<file path="config.mk">
export PLATFORM = sky130hd
export DESIGN_NAME = pipe_stage_regs
export DESIGN_NICKNAME = d
export VERILOG_FILES = /design/src/rtl/pipe_stage_regs.sv
export SDC_FILE = /design/constraint.sdc
export NUM_CORES = 1
export LEC_CHECK = 0
export BUFFER_PORTS_ARGS = -buffer_cell sky130_fd_sc_hd__buf_2
export CAP_MARGIN = 5
export CORE_AREA = 2 2 200 202
export DETAILED_ROUTE_END_ITERATION = 16
export DIE_AREA = 0 0 202 204
export PLACE_DENSITY = 0.41
export RECOVER_POWER = 50
export SYNTH_ARGS = -nofsm -noshare
export SYNTH_HDL_FRONTEND = slang
export SYNTH_SLANG_ARGS = --single-unit
</file>
<file path="constraint.sdc">
create_clock -name clk -period 0.8 [get_ports clk]
set_input_delay 0.04 -clock clk [delete_from_list [all_inputs] [get_ports clk]]
set_output_delay 0.04 -clock clk [all_outputs]
set_load 0.03 [all_outputs]
</file>
<file path="src/rtl/pipe_stage_regs.sv">
// Post-decode pipeline register bank: DA (decode->ALU), AC (ALU->cache), CW (cache->writeback).
// Optional `PIPE_STALL_EN adds a stall input that freezes DA/AC and bubbles CW.
module pipe_stage_regs #(
  parameter int DATA_WIDTH = 32,
  parameter int ADDR_WIDTH = 32,
  parameter int OPC_WIDTH  = 7,
  parameter int REG_WIDTH  = 5
) (
  input  logic                  clk,
  input  logic                  rst_n,
`ifdef PIPE_STALL_EN
  input  logic                  stall,
`endif
  input  logic [DATA_WIDTH-1:0] D_dataA,
  input  logic [DATA_WIDTH-1:0] D_dataB,
  input  logic [OPC_WIDTH-1:0]  D_opcode,
  input  logic [REG_WIDTH-1:0]  D_regDst,
  input  logic [1:0]            D_DC_rd_wr,
  input  logic                  D_DC_we,
  input  logic                  D_MuxD,
  input  logic                  D_RF_wrd,
  input  logic                  D_kill,
  input  logic [ADDR_WIDTH-1:0] D_PC,
  input  logic [ADDR_WIDTH-1:0] D_BranchOffset,
  output logic [DATA_WIDTH-1:0] A_dataA,
  output logic [DATA_WIDTH-1:0] A_dataB,
  output logic [OPC_WIDTH-1:0]  A_opcode,
  output logic [REG_WIDTH-1:0]  A_regDst,
  output logic [1:0]            A_DC_rd_wr,
  output logic                  A_DC_we,
  output logic                  A_MuxD,
  output logic                  A_RF_wrd,
  output logic                  A_kill,
  output logic [ADDR_WIDTH-1:0] A_PC,
  output logic [ADDR_WIDTH-1:0] A_BranchOffset,
  input  logic [DATA_WIDTH-1:0] A_w,
  input  logic [REG_WIDTH-1:0]  A_regDst_i,
  input  logic [1:0]            A_DC_rd_wr_i,
  input  logic                  A_DC_we_i,
  input  logic                  A_MuxD_i,
  input  logic                  A_RF_wrd_i,
  output logic [DATA_WIDTH-1:0] C_w,
  output logic [REG_WIDTH-1:0]  C_regDst,
  output logic [1:0]            C_DC_rd_wr,
  output logic                  C_DC_we,
  output logic                  C_MuxD,
  output logic                  C_RF_wrd,
  input  logic [DATA_WIDTH-1:0] C_dataD,
  input  logic [DATA_WIDTH-1:0] C_w_i,
  input  logic [REG_WIDTH-1:0]  C_regDst_i,
  input  logic                  C_MuxD_i,
  input  logic                  C_RF_wrd_i,
  output logic [DATA_WIDTH-1:0] W_dataD,
  output logic [DATA_WIDTH-1:0] W_w,
  output logic [REG_WIDTH-1:0]  W_regDst,
  output logic                  W_MuxD,
  output logic                  W_RF_wrd
);

  logic w_stall;
`ifdef PIPE_STALL_EN
  assign w_stall = stall;
`else
  assign w_stall = 1'b0;
`endif

  logic [DATA_WIDTH-1:0] r_a_dataA, r_a_dataB;
  logic [OPC_WIDTH-1:0]  r_a_opcode;
  logic [REG_WIDTH-1:0]  r_a_regDst;
  logic [1:0]            r_a_DC_rd_wr;
  logic                  r_a_DC_we, r_a_MuxD, r_a_RF_wrd, r_a_kill;
  logic [ADDR_WIDTH-1:0] r_a_PC, r_a_BranchOffset;

  logic [DATA_WIDTH-1:0] r_c_w;
  logic [REG_WIDTH-1:0]  r_c_regDst;
  logic [1:0]            r_c_DC_rd_wr;
  logic                  r_c_DC_we, r_c_MuxD, r_c_RF_wrd;

  logic [DATA_WIDTH-1:0] r_w_dataD, r_w_w;
  logic [REG_WIDTH-1:0]  r_w_regDst;
  logic                  r_w_MuxD, r_w_RF_wrd;

  // DA stage: decode -> ALU; reset leaves a killed bubble
  always_ff @(posedge clk) begin
    if (!rst_n) begin
      r_a_dataA        <= '0;
      r_a_dataB        <= '0;
      r_a_opcode       <= '0;
      r_a_regDst       <= '0;
      r_a_DC_rd_wr     <= '0;
      r_a_DC_we        <= 1'b0;
      r_a_MuxD         <= 1'b0;
      r_a_RF_wrd       <= 1'b0;
      r_a_kill         <= 1'b1;
      r_a_PC           <= '0;
      r_a_BranchOffset <= '0;
    end else if (!w_stall) begin
      r_a_dataA        <= D_dataA;
      r_a_dataB        <= D_dataB;
      r_a_opcode       <= D_opcode;
      r_a_regDst       <= D_regDst;
      r_a_DC_rd_wr     <= D_DC_rd_wr;
      r_a_DC_we        <= D_DC_we;
      r_a_MuxD         <= D_MuxD;
      r_a_RF_wrd       <= D_RF_wrd;
      r_a_kill         <= D_kill;
      r_a_PC           <= D_PC;
      r_a_BranchOffset <= D_BranchOffset;
    end
  end

  // AC stage: ALU -> cache
  always_ff @(posedge clk) begin
    if (!rst_n) begin
      r_c_w        <= '0;
      r_c_regDst   <= '0;
      r_c_DC_rd_wr <= '0;
      r_c_DC_we    <= 1'b0;
      r_c_MuxD     <= 1'b0;
      r_c_RF_wrd   <= 1'b0;
    end else if (!w_stall) begin
      r_c_w        <= A_w;
      r_c_regDst   <= A_regDst_i;
      r_c_DC_rd_wr <= A_DC_rd_wr_i;
      r_c_DC_we    <= A_DC_we_i;
      r_c_MuxD     <= A_MuxD_i;
      r_c_RF_wrd   <= A_RF_wrd_i;
    end
  end

  // CW stage: cache -> writeback; a stall (cache miss) turns it into a bubble
  always_ff @(posedge clk) begin
    if (!rst_n) begin
      r_w_dataD  <= '0;
      r_w_w      <= '0;
      r_w_regDst <= '0;
      r_w_MuxD   <= 1'b0;
      r_w_RF_wrd <= 1'b0;
    end else begin
      r_w_dataD  <= C_dataD;
      r_w_w      <= C_w_i;
      r_w_regDst <= C_regDst_i;
      r_w_MuxD   <= C_MuxD_i & ~w_stall;
      r_w_RF_wrd <= C_RF_wrd_i & ~w_stall;
    end
  end

  assign A_dataA        = r_a_dataA;
  assign A_dataB        = r_a_dataB;
  assign A_opcode       = r_a_opcode;
  assign A_regDst       = r_a_regDst;
  assign A_DC_rd_wr     = r_a_DC_rd_wr;
  assign A_DC_we        = r_a_DC_we;
  assign A_MuxD         = r_a_MuxD;
  assign A_RF_wrd       = r_a_RF_wrd;
  assign A_kill         = r_a_kill;
  assign A_PC           = r_a_PC;
  assign A_BranchOffset = r_a_BranchOffset;

  assign C_w            = r_c_w;
  assign C_regDst       = r_c_regDst;
  assign C_DC_rd_wr     = r_c_DC_rd_wr;
  assign C_DC_we        = r_c_DC_we;
  assign C_MuxD         = r_c_MuxD;
  assign C_RF_wrd       = r_c_RF_wrd;

  assign W_dataD        = r_w_dataD;
  assign W_w            = r_w_w;
  assign W_regDst       = r_w_regDst;
  assign W_MuxD         = r_w_MuxD;
  assign W_RF_wrd       = r_w_RF_wrd;

endmodule

</file>
==> results.md <==
- CP max FO: 1
- Vias per cell: 3.51
- Fin crit period: 1.09 ns
- Crit path from: W_dataD[27]
- CP cell instances: buf_6
- Largest net degree at the start of global routing: 100
- Primary FF master, synth: dfxtp_1
- CTS Sinks: 259
- Cell taking the most area after synthesis: dfxtp_1
- Mapped Area: 0.00695 mm2
- Die Area: 0.0412 mm2
- GPL Wtd Cong: 0.736
- First-pass iteration count of the detailed router: 4
- First-pass GRT wire length: 39,100 um
- Worst-path clk slew: 0.06 ns
- GRT met2 Usage: 0.228
- Post-synthesis cell type count: 7
- Top cell type's share of synthesized area: 0.746
- Pre-CTS setup slack: 0.0345 ns
- Synthesized Nets: 807
- Commonest cells in the netlist: dfxtp_1, and2_1, clkbuf_2, buf_2, clkbuf_4
- Fmax achieved: 0.919 GHz
- Worst path bufs/invs: 1
- Core Region: 0.0392 mm2
- CTS root buffer: clkbuf_16
- # nets final: 1,603
- H-tree Lvls: 1
- Largest stage delay, worst path: 0.36 ns
- Layout area overhead: 126%
- Slowest-stage cell, CP: dfxtp_2
- Drt total wl: 26,800 um
- DR WL/cell: 14.2 um
- PnR worst setup slack: -0.289 ns
- Max-cap violations: 0
- RSZ-0062 raised after global routing: yes
- Maximum vdd drop: 1.51 mV
- Pleak: 7.15 nW
- Final-report setup violation count: 259
- # IOs: 520
- Share of cells above drive strength 1: 0.613
- Critical path capture point type: output port
- Clock Path Buffers: 3
- Worst Path Arrival: 1.05 ns
- Drt drc: 0
- CTS tree: yes
- Worst Path Class, Setup: flop to output port
- Initial antenna violation count: 1
- HPWL after DPL: 17,500 um
- Slew headroom: 0.683
- Worst Path Required: 0.76 ns
- Fin area: 0.0157 mm2
- Async SR Flop Fraction: 0
- IO Port Bufs: 519
- Total CTS buffers: 29
- Top delay family on crit path: flip-flops
- Cell Area, Placed: 0.0102 mm2
- CP Launch Type: flop
- M1 GR Usage: 0.122
- Hold Path Class: primary input to flop
- Post-synth EDFFs: 0
- Pwr/cell area: 2080 mW/mm2
- Most numerous cell in the Yosys netlist: dfxtp_1
- Syn. warnings: 0
- Overflow after GRT: 0
- GRT Overall Usage: 0.120
- Crit share post-route: 1.36
- Post-Synthesis Cells: 546
- Die Y: 204 um
- Slew Limit Fails: 0
- Seq cells post-synth: 259
- Failing checks: setup timing
- Site row count: 73
- Pin slew with the least headroom to its limit: 0.475 ns
- Routing usage on met3: 0.0394
- Die Wd: 202 um
- Hold path startpoint: C_dataD[27]
- Vias in the first global route: 7,320
- Status: finished with violations
- Initial core utilization: 0.177
- Number of DRC markers in iteration 0: 148
- Synth top area cells: dfxtp_1, and2_1, clkbuf_2
- Hold Violations, Final: 0
- Via count: 6,636
- GRT busiest layer: met2
- Post-route ant nets: 0
- Sequential cell area fraction in the yosys report: 0.746
- Avg Inst Size Synth: 12.7 um2
## power by group
group | switching [W] | internal, W | leakage (nW)
logic | 0.00246 | 0.00291 | 4.45
registers | 0.000335 | 0.0137 | 2.23
clock network | 0.00524 | 0.00802 | 0.475
## registers in the layout, summed over array words and instances, names as in the netlist, 5 cells and up
name	flops
A_regDst	5
A_PC	32
W_dataD	32
W_w	32
A_opcode	7
A_dataB	32
C_regDst	5
A_BranchOffset	32
C_w	32
W_regDst	5
A_dataA	32
## logic make-up (layout without fill, tap and decap cells)
logic type	count (synthesis)	in the layout	synth area share
buffers and inverters	28	845	0.0207
DFF	259	259	0.746
other	0	1	0
and+or+nand+nor	259	259	0.233
## final cells by class
cell class	instances	area [um2]
Antenna cell	1	2.50
Timing Repair Buffer	793	6970
Sequential cell	259	5510
Clock inverter	9	105
Tap cell	525	657
Clock buffer	43	858
Fill cell	3605	23500
Multi-Input combinational cell	259	1620
## stage by stage
stage / instances / TNS (ns) / total power [W] / hold slack, ns / util
detailed placement: 1573 / 0 / 0.0176 / 0.228 / 0.260
finish: 1889 / -59.97 / 0.0327 / 0.223 / 0.401
CTS: 1885 / -68.91 / 0.0331 / 0.186 / 0.401
global route: 1889 / -76.56 / 0.0341 / 0.202 / 0.401
global placement: 1573 / 0 / 0.0176 / 0.223 / 0.260
floorplan: 546 / 0 / 0.0160 / 0.141 / -
## metal layers
layer	wire length [um]	share of wire
met3	2460	0.092
met2	14000	0.52
met5	0	0
met4	677	0.025
met1	9750	0.36
## what timing repair did
action,in CTS,in global routing
buffers inserted,0,1
endpoints found under the hold margin,259,0
gates resized for setup,778,5
gates cloned,0,2
setup endpoints to repair,259,335
hold buffers,260,0
## worst paths after layout
path	cells after the start	end	slack [ns]
setup / recovery	1	W_dataD[27]	-0.29
hold / removal	3	W_dataD[27]	0.22
## placed cells by master (no fill, tap or decap), drive strengths merged
master / synthesis / layout
clkinvlp: 0 / 1
diode: 0 / 1
dlygate4sd3: 0 / 259
inv: 0 / 1
dfxtp: 259 / 259
buf: 3 / 526
clkdlybuf4s25: 0 / 1
nand2b: 1 / 1
and2: 258 / 258
clkbuf: 25 / 50
bufinv: 0 / 2
clkinv: 0 / 5
No activity file was read; power rests on OpenSTA's default activity.
